===== src/rtl/adc_avg_if.sv =====
// adc_avg_if: sample/channel inputs and average/status outputs of the ADC moving-average filter
interface adc_avg_if #(
    parameter int DATA_W = 12
);
    logic [DATA_W-1:0] sample_in;
    logic              sample_valid;
    logic [2:0]        chan_sel;
    logic [DATA_W-1:0] avg_out;
    logic              avg_valid;
    logic              filled;
    logic              busy;
    modport master (output sample_in, sample_valid, chan_sel, input avg_out, avg_valid, filled, busy);
    modport slave  (input sample_in, sample_valid, chan_sel, output avg_out, avg_valid, filled, busy);
endinterface


===== src/rtl/adc_avg_filter.sv =====
// adc_avg_filter: boxcar average over the last 2^LOG2_DEPTH samples, flushed on channel change.
// Define ADC_AVG_ROUND_EN for round-half-up instead of truncation.
module adc_avg_filter #(
    parameter int DATA_W     = 12,
    parameter int LOG2_DEPTH = 3
) (
    input logic     clk,
    input logic     reset_n,
    adc_avg_if.slave bus
);
    localparam int DEPTH = 1 << LOG2_DEPTH;
    localparam int SW    = DATA_W + LOG2_DEPTH;
    localparam int CW    = LOG2_DEPTH + 1;
`ifdef ADC_AVG_ROUND_EN
    localparam logic [SW-1:0] RND = SW'(DEPTH / 2);
`else
    localparam logic [SW-1:0] RND = '0;
`endif
    typedef enum logic {FLUSH, RUN} state_t;
    state_t                state_q, state_d;
    logic [DATA_W-1:0]     mem [DEPTH];
    logic [LOG2_DEPTH-1:0] wr_ptr_q, wr_ptr_d;
    logic [SW-1:0]         sum_q, sum_d, sum_next;
    logic [CW-1:0]         count_q, count_d;
    logic [2:0]            chan_q;
    logic [DATA_W-1:0]     avg_out_q, avg_out_d;
    logic                  avg_valid_q, avg_valid_d;
    logic                  filled_q, filled_d;
    logic                  busy_q, busy_d;
    logic                  change, accept;
    always_comb begin
        change      = bus.chan_sel != chan_q;
        accept      = state_q == RUN && bus.sample_valid && !change;
        // oldest slot is already part of sum_q, so this never underflows
        sum_next    = sum_q + SW'(bus.sample_in) - SW'(mem[wr_ptr_q]);
        state_d     = state_q;
        wr_ptr_d    = wr_ptr_q;
        sum_d       = sum_q;
        count_d     = count_q;
        avg_out_d   = avg_out_q;
        avg_valid_d = 1'b0;
        if (change) begin
            state_d  = FLUSH;
            wr_ptr_d = '0;
        end else if (state_q == FLUSH) begin
            wr_ptr_d = wr_ptr_q + 1'b1;
            state_d  = &wr_ptr_q ? RUN : FLUSH;
        end else if (accept) begin
            wr_ptr_d    = wr_ptr_q + 1'b1;
            sum_d       = sum_next;
            count_d     = count_q == CW'(DEPTH) ? count_q : count_q + 1'b1;
            avg_out_d   = DATA_W'((sum_next + RND) >> LOG2_DEPTH);
            avg_valid_d = 1'b1;
        end
        if (state_d == FLUSH) begin
            sum_d   = '0;
            count_d = '0;
        end
        filled_d = count_d == CW'(DEPTH);
        busy_d   = state_d == FLUSH;
    end
    always_ff @(posedge clk or negedge reset_n) begin
        if (!reset_n) begin
            state_q     <= FLUSH;
            wr_ptr_q    <= '0;
            sum_q       <= '0;
            count_q     <= '0;
            chan_q      <= '0;
            avg_out_q   <= '0;
            avg_valid_q <= 1'b0;
            filled_q    <= 1'b0;
            busy_q      <= 1'b1;
        end else begin
            state_q     <= state_d;
            wr_ptr_q    <= wr_ptr_d;
            sum_q       <= sum_d;
            count_q     <= count_d;
            chan_q      <= bus.chan_sel;
            avg_out_q   <= avg_out_d;
            avg_valid_q <= avg_valid_d;
            filled_q    <= filled_d;
            busy_q      <= busy_d;
        end
    end
    // history has no reset so it can map onto RAM; the flush clears it instead
    always_ff @(posedge clk) begin
        if (state_q == FLUSH)
            mem[wr_ptr_q] <= '0;
        else if (accept)
            mem[wr_ptr_q] <= bus.sample_in;
    end
    assign bus.avg_out   = avg_out_q;
    assign bus.avg_valid = avg_valid_q;
    assign bus.filled    = filled_q;
    assign bus.busy      = busy_q;
endmodule


===== src/flat_wrapper.sv =====
// flat-port wrapper written by rule: the top's interface ports become plain ports
module adc_avg_filter_flat 
#(
    parameter int DATA_W     = 12,
    parameter int LOG2_DEPTH = 3
)
  (clk, reset_n, bus_sample_in, bus_sample_valid, bus_chan_sel, bus_avg_out, bus_avg_valid, bus_filled, bus_busy);
  adc_avg_if #(.DATA_W(DATA_W)) bus_i ();
  input logic clk;
  input logic reset_n;
  input wire logic [$bits(bus_i.sample_in)-1:0] bus_sample_in;
  input wire logic [$bits(bus_i.sample_valid)-1:0] bus_sample_valid;
  input wire logic [$bits(bus_i.chan_sel)-1:0] bus_chan_sel;
  output wire logic [$bits(bus_i.avg_out)-1:0] bus_avg_out;
  output wire logic [$bits(bus_i.avg_valid)-1:0] bus_avg_valid;
  output wire logic [$bits(bus_i.filled)-1:0] bus_filled;
  output wire logic [$bits(bus_i.busy)-1:0] bus_busy;
  assign bus_i.sample_in = bus_sample_in;
  assign bus_i.sample_valid = bus_sample_valid;
  assign bus_i.chan_sel = bus_chan_sel;
  assign bus_avg_out = bus_i.avg_out;
  assign bus_avg_valid = bus_i.avg_valid;
  assign bus_filled = bus_i.filled;
  assign bus_busy = bus_i.busy;
  adc_avg_filter #(.DATA_W(DATA_W), .LOG2_DEPTH(LOG2_DEPTH)) u_core (.clk(clk), .reset_n(reset_n), .bus(bus_i));
endmodule

===== config.mk =====
export PLATFORM = sky130hd
export DESIGN_NAME = adc_avg_filter_flat
export DESIGN_NICKNAME = d
export VERILOG_FILES = /design/src/rtl/adc_avg_if.sv /design/src/rtl/adc_avg_filter.sv /design/src/flat_wrapper.sv
export SDC_FILE = /design/constraint.sdc
export NUM_CORES = 1
export LEC_CHECK = 0
export ABC_AREA = 1
export CAP_MARGIN = 25
export CORE_ASPECT_RATIO = 2
export CORE_UTILIZATION = 50
export CTS_CLUSTER_SIZE = 40
export DETAILED_ROUTE_END_ITERATION = 10
export PLACE_DENSITY = 0.77
export SLEW_MARGIN = 30
export SYNTH_ARGS = -nofsm -noshare
export SYNTH_HDL_FRONTEND = slang
export SYNTH_SLANG_ARGS = --single-unit

===== constraint.sdc =====
create_clock -name clk -period 2.8 [get_ports clk]
set_clock_uncertainty 0.2 [all_clocks]
set_input_delay 0.42 -clock clk [delete_from_list [all_inputs] [get_ports clk]]
set_output_delay 0.42 -clock clk [all_outputs]
set_load 0.02 [all_outputs]

Word-level counts from Yosys, hierarchy flattened:

Memories as Yosys holds them, arrays and structs flattened.
Cells that the tools add are included.
W data, S select, Z words.

* add/subtract/negate cells: 4
* bitwise operators: 3
* reduce and logical (&&, ||, !) cells: 6
* equality and inequality tests: 7
* mux-type cells: 21

Operator list (number)
* $mux W15: 4
* $mux W4: 5
* $add A15 B12 Y15: 1
* $sub A15 B12 Y15: 1
* $mux W12: 1
* $mux W3: 3
* $reduce_and A3 Y1: 3
* $eq A4 B4 Y1 const B: 2
* $mux W1: 8
* $add A4 B1 Y4 const B: 1
* $ne A2 B2 Y1 const B: 2
* $add A3 B1 Y3 const B: 1
* $ne A3 B3 Y1: 1
* $ne A3 B3 Y1 const B: 1
* $logic_and A1 B1 Y1: 2
* $ne A2 B1 Y1 const B: 1
* $not A1 Y1: 2
* $logic_not A1 Y1: 1
* $or A1 B1 Y1: 1

* word-level logic and storage cells: 51
* register bits after elaboration: 41
* RAM bits: 96
* memories kept: 1

Memories
* u_core.mem: words 8, bits a word 12, read ports 1, clocked after Yosys merged registers in 0, write ports 1, line adc_avg_filter.sv:21 `logic [DATA_W-1:0] mem [DEPTH];`

Logic depth before layout (Yosys ltp):

Gate-level depths: netlist (run 1).

* depth after elaboration: 8
* gate-level depth with buffers: 21

Least setup slack after synthesis (run 1):

No wires, ideal clock.

* kind: reg-to-reg
* from: register u_core.wr_ptr_q[2]
* to: register u_core.avg_out_q[11] (netlist: u_core.bus.avg_out[11])
* buffers on the path: 1
* stages on the path, launching flop included: 17
* setup time: 0.119 ns
* period minus slack after synthesis: 3.089 ns
* slack: -0.289 ns
* arrival time: 2.769 ns
* cells stage by stage: dfrtp_1 inv_2 nand3_1 inv_1 buf_6 a221oi_2 nand2_1 fa_1 inv_1 ha_1 or2_2 nand3b_1 nand2_1 nand2_1 nand3_1 nand3_1 nand2_1

* cells in the longest elaborated chain, start to end: 2

RTL lines
* start, declared: line adc_avg_filter.sv:22 `logic [LOG2_DEPTH-1:0] wr_ptr_q, wr_ptr_d;`
* start signal, assigned: line adc_avg_filter.sv:75 `wr_ptr_q <= wr_ptr_d;`
* $mem_v2 Z8 W12
* $sub A15 B12 Y15: line adc_avg_filter.sv:35 `sum_next = sum_q + SW'(bus.sample_in) - SW'(mem[wr_ptr_q]);`
* end signal, assigned: line adc_avg_filter.sv:79 `avg_out_q <= avg_out_d;`
* end, declared: line adc_avg_filter.sv:26 `logic [DATA_W-1:0] avg_out_q, avg_out_d;`

Every way passes these cells.
A chain may end at the register's enable or synchronous reset.

Worst setup path in the final report (run 1):

* from: register u_core.wr_ptr_q[1]
* to: register u_core.sum_q[6]

* cells in the longest elaborated chain, start to end: 6

RTL lines
* $mem_v2 Z8 W12 or $reduce_and A3 Y1 (tied branches)
* $sub A15 B12 Y15 or $mux W1 (tied branches): line adc_avg_filter.sv:35, adc_avg_filter.sv:47
* $mux W15 or $mux W1 (tied branches): line adc_avg_filter.sv:48, adc_avg_filter.sv:45
* $mux W15 or $mux W1 (tied branches): line adc_avg_filter.sv:45, adc_avg_filter.sv:42
* $mux W15, or another cell as far along: line adc_avg_filter.sv:42 `if (change) begin`
* $mux W15 or $reduce_and A3 Y1 (tied branches)
* end signal, assigned: line adc_avg_filter.sv:76 `sum_q <= sum_d;`
* end, declared: line adc_avg_filter.sv:23 `logic [SW-1:0] sum_q, sum_d, sum_next;`

Parallel ways exist; a longest one is shown, timed or not. The select of a mux whose other input is x is not followed.

==> run_results.csv, run 1 <==
group,metric,value,unit
placed_design,port_buffers,32,
synthesis,synth-xor-area-share,1.04,%
clock_tree,clock_latency,0.43,ns
synthesis,syn-num-nets,696,
grt,first_global_vias,5396,
clock_tree,h-tree-depth,4,
grt,grt_max_degree,42,
synthesis,synth_simple_gate_area_share,18.7,%
sta,relSlewSlack,53.4,%
sta,rsz0062_at_grt,"yes",
finish,final_nets,827,
finish,regArea,3910,um^2
critical_path,crit_slowest_cell,"fa_1",
pwr,leakage,4.10,nW
worst_hold_path,hp-class,"register to register",
synthesis,syn-instance-count,647,
sta,fin_crit_sh,120,%
synthesis,muxShareOfSynthArea,0,%
floorplan,fp.coreArea,13000,um^2
critical_path,arrival,3.47,ns
grt,grt_usage,26.2,%
critical_path,cp.required,2.91,ns
synthesis,synth-compound-area-share,5.81,%
run,max-cap-violations,0,
sta,drv_slew,0,
synthesis,synth-edff-count,96,
placed_design,dpl_cell_area,7820,um^2
synthesis,synthArstFlopShare,29.9,%
finish,syn_to_final_growth,33.1,%
drt,drt-pass1-iter-count,7,
outcome,violations,"setup timing",
placed_design,dp_worst_setup_slack,-0.603,ns
floorplan,die_x,83.5,um
pwr,power.density,612,nW/um^2
synthesis,synth_top_family_by_area,"simple AND/OR/NAND/NOR gates",
clock_tree,cts.sinks,137,
critical_path,cp_top_family,"simple AND/OR/NAND/NOR gates",
floorplan,rows,59,
drt,drc,0,
drt,wl,17100,um
sta,max_freq,0.298,GHz
drt,vias,5129,
sta,post-route-min-period,3.36,ns
finish,num_antenna_cells,0,
floorplan,die-area,13800,um^2
critical_path,path_class,"register to register",
floorplan,initial_utilization,51.1,%
critical_path,cp-end-kind,"register",
critical_path,cp_max_fo,7,
drt,ant_nets,0,
synthesis,ys_warn_count,0,
synthesis,seq_area_frac_synth,58.9,%
synthesis,synth_cell_types,37,
finish,layout_common_cells,"nand2_1, edfxtp_1, inv_1",
finish,fin_area,8830,um^2
critical_path,cp-start-kind,"register",
synthesis,synthAdderAreaFrac,7.20,%
critical_path,cp_slowest_stage_delay,0.51,ns
critical_path,r2r_cells,18,
pwr,ir_worst_vdd,0.000582,V
sta,setup_violations,26,
floorplan,io-pin-count,33,
critical_path,worst-path-stages,18,
sta,finalHoldViolations,0,
drt,wl_per_cell,18.2,um
pwr,total_power,0.00541,W
clock_tree,clkSlewWorstSetupHoldPaths,0.07,ns
drt,vias_per_cell,5.44,
sta,setup_slack,-0.560,ns
sta,worst_pin_slew,0.696,ns
placed_design,dp_hpwl,11700,um
grt,antenna_found_initial,0,
floorplan,die_h,165,um
clock_tree,cts.path.max_buffers,2,
synthesis,synthesis.area,6640,um^2
clock_tree,cts_inserted_buffers,17,
synthesis,postSynthAreaPerCell,10.3,um^2
outcome,status,"finished with violations",
sta,hold-worst-slack,0.279,ns
placed_design,place.gp.congestion,0.912,
finish,drive_gt1_share,28.4,%
critical_path,crit_buf_inv,4,
synthesis,synth_ff_type,"edfxtp_1",
synthesis,synth_seq_cells,137,
drt,drt-initial-drc-count,324,
grt,grt_pass1_wl,26800,um
clock_tree,cts_tree,"yes",
worst_hold_path,hold_depth,2,
finish,multiInputGateArea,2550,um^2
clock_tree,cts_root_buffer,"clkbuf_16",
finish,fillers,907,
critical_path,cp_cell_sequence,"inv_4 -> nand3_4 -> clkinvlp_4 -> nand2_1 -> nand2_1 -> a221oi_2 -> nand2_1 -> fa_1 -> inv_2 -> ha_4 -> nand2_2 -> nand2_2 -> nand3b_1 -> nand2_2 -> a21oi_1 -> o21ai_1 -> buf_4 -> o21ai_1",
grt,overflow,0,
finish,final_common_cell,"nand2_1",
routing by layer:
metal	global-route usage (%)	wire, um	vias up
li1	-	-	2379
met1	26.2	5950	2498
met2	49.0	9530	189
met3	5.15	706	63
met4	17.0	949	0
met5	0	0	-
through the flow:
stage	cells	util (%)	setup TNS, ns
2_1_floorplan	647	-	-1.19
3_3_place_gp	894	60.2	-10.40
3_5_place_dp	894	60.2	-11.35
4_1_cts	942	67.9	-9.22
5_1_grt	943	68.0	-14.54
6_report	943	68.0	-11.10
flip-flops by register name, indices dropped and copies added, names as in the netlist:
signal,flops
u_core.chan_q,3
u_core.mem,96
u_core.bus.avg_out,12
u_core.bus.filled,1
u_core.sum_q,15
u_core.count_q,4
u_core.wr_ptr_q,3
u_core.bus.avg_valid,1
u_core.state_q,1
u_core.bus.busy,1
final timing paths:
kind	start	end	slack [ns]
worst max-delay path	u_core.wr_ptr_q[1]$_DFFE_PN0P_	u_core.sum_q[6]$_DFFE_PN0P_	-0.56
worst min-delay path	u_core.bus.avg_out[10]$_DFFE_PN0P_	u_core.bus.avg_out[10]$_DFFE_PN0P_	0.28
worst max register to register	u_core.wr_ptr_q[1]$_DFFE_PN0P_	u_core.sum_q[6]$_DFFE_PN0P_	-0.56
worst min register to register	u_core.bus.avg_out[10]$_DFFE_PN0P_	u_core.bus.avg_out[10]$_DFFE_PN0P_	0.28
max in group asynchronous	reset_n	u_core.wr_ptr_q[2]$_DFFE_PN0P_	1.66
min in group asynchronous	reset_n	u_core.sum_q[14]$_DFFE_PN0P_	0.30
power breakdown:
| group | internal (W) | total (W) | switching [W] |
|---|---|---|---|
| combinational | 0.000466 | 0.000994 | 0.000528 |
| sequential | 0.00219 | 0.00221 | 0.0000164 |
| clock | 0.00126 | 0.00221 | 0.000950 |
worst register-to-register path: stages, from the launching register on:
cell and delay, ns:
dfrtp_2 0.47, inv_4 0.10, nand3_4 0.11, clkinvlp_4 0.20, nand2_1 0.13, nand2_1 0.07, a221oi_2 0.21, nand2_1 0.13
fa_1 0.51, inv_2 0.05, ha_4 0.27, nand2_2 0.07, nand2_2 0.08, nand3b_1 0.10, nand2_2 0.16, a21oi_1 0.08
o21ai_1 0.09, buf_4 0.14, o21ai_1 0.06
layout make-up:
type / instances / share of cell area [%]
Sequential cell: 137 / 44.3
Timing Repair Buffer: 121 / 12.6
Clock buffer: 17 / 4.82
Tap cell: 152 / 2.15
Clock inverter: 15 / 1.77
Inverter: 120 / 5.27
Multi-Input combinational cell: 379 / 28.9
Timing Repair inverter: 2 / 0.170
cells by family (layout without fill, tap and decap cells):
kind of cell    count (synthesis)  after routing
xor+xnor                        7              7
simple gates                  282            282
fa+ha+maj                      31             31
flops                         137            137
buf+inv                       131            275
compound gates                 59             59
cell usage after synthesis, types with 2 or more instances:
cell	n	area (um^2)
a211oi_1	2	15.0
a21oi_1	19	95.1
a221oi_1	4	35.0
a221oi_2	4	60.1
a22oi_1	7	52.6
and2_1	3	18.8
and3_1	3	18.8
buf_2	3	15.0
buf_6	7	78.8
dfrtp_1	40	1000
edfxtp_1	96	2880
fa_1	12	240
ha_1	19	238
inv_1	111	417
inv_2	9	33.8
nand2_1	177	664
nand2_4	2	22.5
nand3_1	30	150
nand3_2	3	30.0
nand3b_1	4	30.0
nand4_1	13	81.3
nor2_1	40	150
nor2_4	2	22.5
nor3_1	2	10.0
o21ai_0	13	65.1
o21ai_1	5	25.0
o22ai_1	2	12.5
xor2_1	6	52.6
timing repair:
item,CTS,global route
setup buffers,13,1
cloned,2,0
setup endpoints to repair,26,26
hold buffers,1,0
hold endpoints to repair,28,0
gates resized for setup,72,2
pin swaps,30,4
(Power assumes the default switching activity.)
==> run 2: changes to the inputs <==
SLEW_MARGIN = 5   (was 30)
==> run 2 against run 1 <==
The flow still finishes with violations (setup timing). Via count is 0.23% lower. First-iteration DRC count is 2.8% lower. Register-to-register slack hardly changed. Core utilization is 0.13 points higher.
==> run_results.csv, run 2 (synthesis gave the netlist of run 1 again) <==
group,metric,value,unit
outcome,violations,"setup timing",
sta,setup_violations,25,
grt,overflow,0,
pwr,p_int,0.00392,W
finish,num_antenna_cells,0,
critical_path,r2r_start,"u_core.wr_ptr_q[1]$_DFFE_PN0P_",
sta,post-route-min-period,3.35,ns
clock_tree,cts.sinks,137,
critical_path,r2r_cells,18,
floorplan,die-area,13800,um^2
drt,wl,17100,um
grt,grt_max_degree,42,
pwr,ir_worst_vdd,0.000579,V
sta,rsz0062_at_grt,"yes",
finish,fillers,906,
placed_design,place.gp.congestion,0.912,
pwr,p_seq_share,40.8,%
critical_path,arrival,3.46,ns
floorplan,die_x,83.5,um
floorplan,die_h,165,um
drt,drt-initial-drc-count,315,
sta,finalHoldViolations,0,
sta,relSlewSlack,53.0,%
finish,layout_common_cells,"nand2_1, edfxtp_1, inv_1",
pwr,p_sw,0.00149,W
finish,multiInputGateArea,2550,um^2
pwr,comb_power_share,18.4,%
clock_tree,cts_inserted_buffers,17,
pwr,clockPowerShare,40.7,%
placed_design,port_buffers,32,
grt,grtUsageMet3,5.15,%
critical_path,cp-start-kind,"register",
drt,drt-pass1-iter-count,5,
finish,syn_to_final_growth,33.4,%
run,max-cap-violations,0,
clock_tree,clkSlewWorstSetupHoldPaths,0.07,ns
clock_tree,cts.path.max_buffers,2,
grt,grt_usage,26.2,%
finish,regArea,3910,um^2
outcome,status,"finished with violations",
drt,vias,5117,
finish,final_common_cell,"nand2_1",
finish,final_nets,828,
critical_path,timing.rr.end,"u_core.sum_q[6]$_DFFE_PN0P_",
sta,worst_pin_slew,0.702,ns
pwr,swShare,27.6,%
critical_path,path_class,"register to register",
grt,antenna_found_initial,0,
grt,grt-busiest-layer,"met2",
grt,first_global_vias,5396,
sta,max_freq,0.298,GHz
drt,wl_per_cell,18.1,um
critical_path,timing.reg2reg.setup_slack,-0.55,ns
critical_path,cp_max_fo,7,
clock_tree,cts_root_buffer,"clkbuf_16",
worst_hold_path,hp-class,"primary input to asynchronous set/reset pin",
finish,final_cells,944,
floorplan,initial_utilization,51.1,%
pwr,leakage,4.11,nW
drt,ant_nets,0,
placed_design,dp_cells,894,
floorplan,io-pin-count,33,
placed_design,dp_hpwl,11700,um
critical_path,cp-end-kind,"register",
sta,setup_slack,-0.552,ns
finish,drive_gt1_share,28.5,%
clock_tree,h-tree-depth,4,
drt,vias_per_cell,5.42,
sta,drv_slew,0,
clock_tree,clock_latency,0.43,ns
placed_design,dp_worst_setup_slack,-0.603,ns
grt,grt_pass1_wl,26800,um
floorplan,rows,59,
finish,largest_reg_flops,96,
finish,top_register,"u_core.mem",
sta,fin_crit_sh,120,%
grt,met2_usage,49.0,%
pwr,power.density,611,nW/um^2
drt,drc,0,
sta,hold-worst-slack,0.131,ns
clock_tree,cts_tree,"yes",
pwr,total_power,0.00541,W
grt,grtUsageMet1,26.2,%
critical_path,cp.required,2.91,ns
floorplan,fp.coreArea,13000,um^2
[run 2: repair_timing]
action                                 in CTS  in global routing
setup endpoints to repair                  26                 26
setup buffers                              13                  1
cloned                                      2                  0
endpoints found under the hold margin      28                  0
pin swaps                                  30                  4
gates resized for setup                    72                  2
hold buffers                                1                  0
[run 2: stage by stage]
step                setup TNS (ns)  utilization, %  instance area (um^2)
floorplan                    -1.19               -                  6790
global placement            -10.40            60.2                  7820
detailed placement          -11.35            60.2                  7820
CTS                          -9.22            67.9                  8820
global route                -14.54            68.1                  8850
finish                      -10.95            68.1                  8850
[run 2: per-layer routing]
metal,vias up,share of wire [%]
met5,-,0
met4,0,5.2
met3,64,4.0
met2,166,56
met1,2505,35
li1,2382,-
[run 2: worst max path at each step]
stage                              startpoint  slack (ns)                                  to  cells past startpoint
2_1_floorplan  u_core.wr_ptr_q[2]$_DFFE_PN0P_       -0.09  u_core.bus.avg_out[11]$_DFFE_PN0P_                     19
3_3_place_gp   u_core.wr_ptr_q[1]$_DFFE_PN0P_       -0.55  u_core.bus.avg_out[11]$_DFFE_PN0P_                     18
3_5_place_dp   u_core.wr_ptr_q[1]$_DFFE_PN0P_       -0.60  u_core.bus.avg_out[11]$_DFFE_PN0P_                     18
4_1_cts        u_core.wr_ptr_q[1]$_DFFE_PN0P_       -0.47  u_core.bus.avg_out[11]$_DFFE_PN0P_                     18
5_1_grt        u_core.wr_ptr_q[1]$_DFFE_PN0P_       -0.68  u_core.bus.avg_out[11]$_DFFE_PN0P_                     19
6_report       u_core.wr_ptr_q[1]$_DFFE_PN0P_       -0.55         u_core.sum_q[6]$_DFFE_PN0P_                     18
[run 2: worst max-delay path, stage by stage, from the launching register on]
cell and delay, ns:
dfrtp_2 0.47, inv_4 0.09, nand3_4 0.11, clkinvlp_4 0.20, nand2_1 0.13, nand2_1 0.07
a221oi_2 0.21, nand2_1 0.13, fa_1 0.51, inv_2 0.05, ha_4 0.27, nand2_2 0.07
nand2_2 0.08, nand3b_1 0.10, nand2_2 0.16, a21oi_1 0.08, o21ai_1 0.09, buf_4 0.14
o21ai_1 0.06
[run 2: power by group through the flow]
stage          Combinational (W)  Sequential (W)  Clock, W
4_1_cts                 0.000969         0.00221   0.00222
5_1_grt                  0.00108         0.00221   0.00231
6_report                0.000998         0.00221   0.00220
3_5_place_dp            0.000829         0.00225         0
3_3_place_gp            0.000808         0.00224         0
2_1_floorplan           0.000494         0.00225         0
[run 2: layout make-up]
type	count	share of cell area, %
Clock buffer	17	4.81
Clock inverter	15	1.77
Sequential cell	137	44.2
Tap cell	152	2.15
Inverter	120	5.26
Multi-Input combinational cell	379	28.8
Timing Repair Buffer	122	12.8
Timing Repair inverter	2	0.170
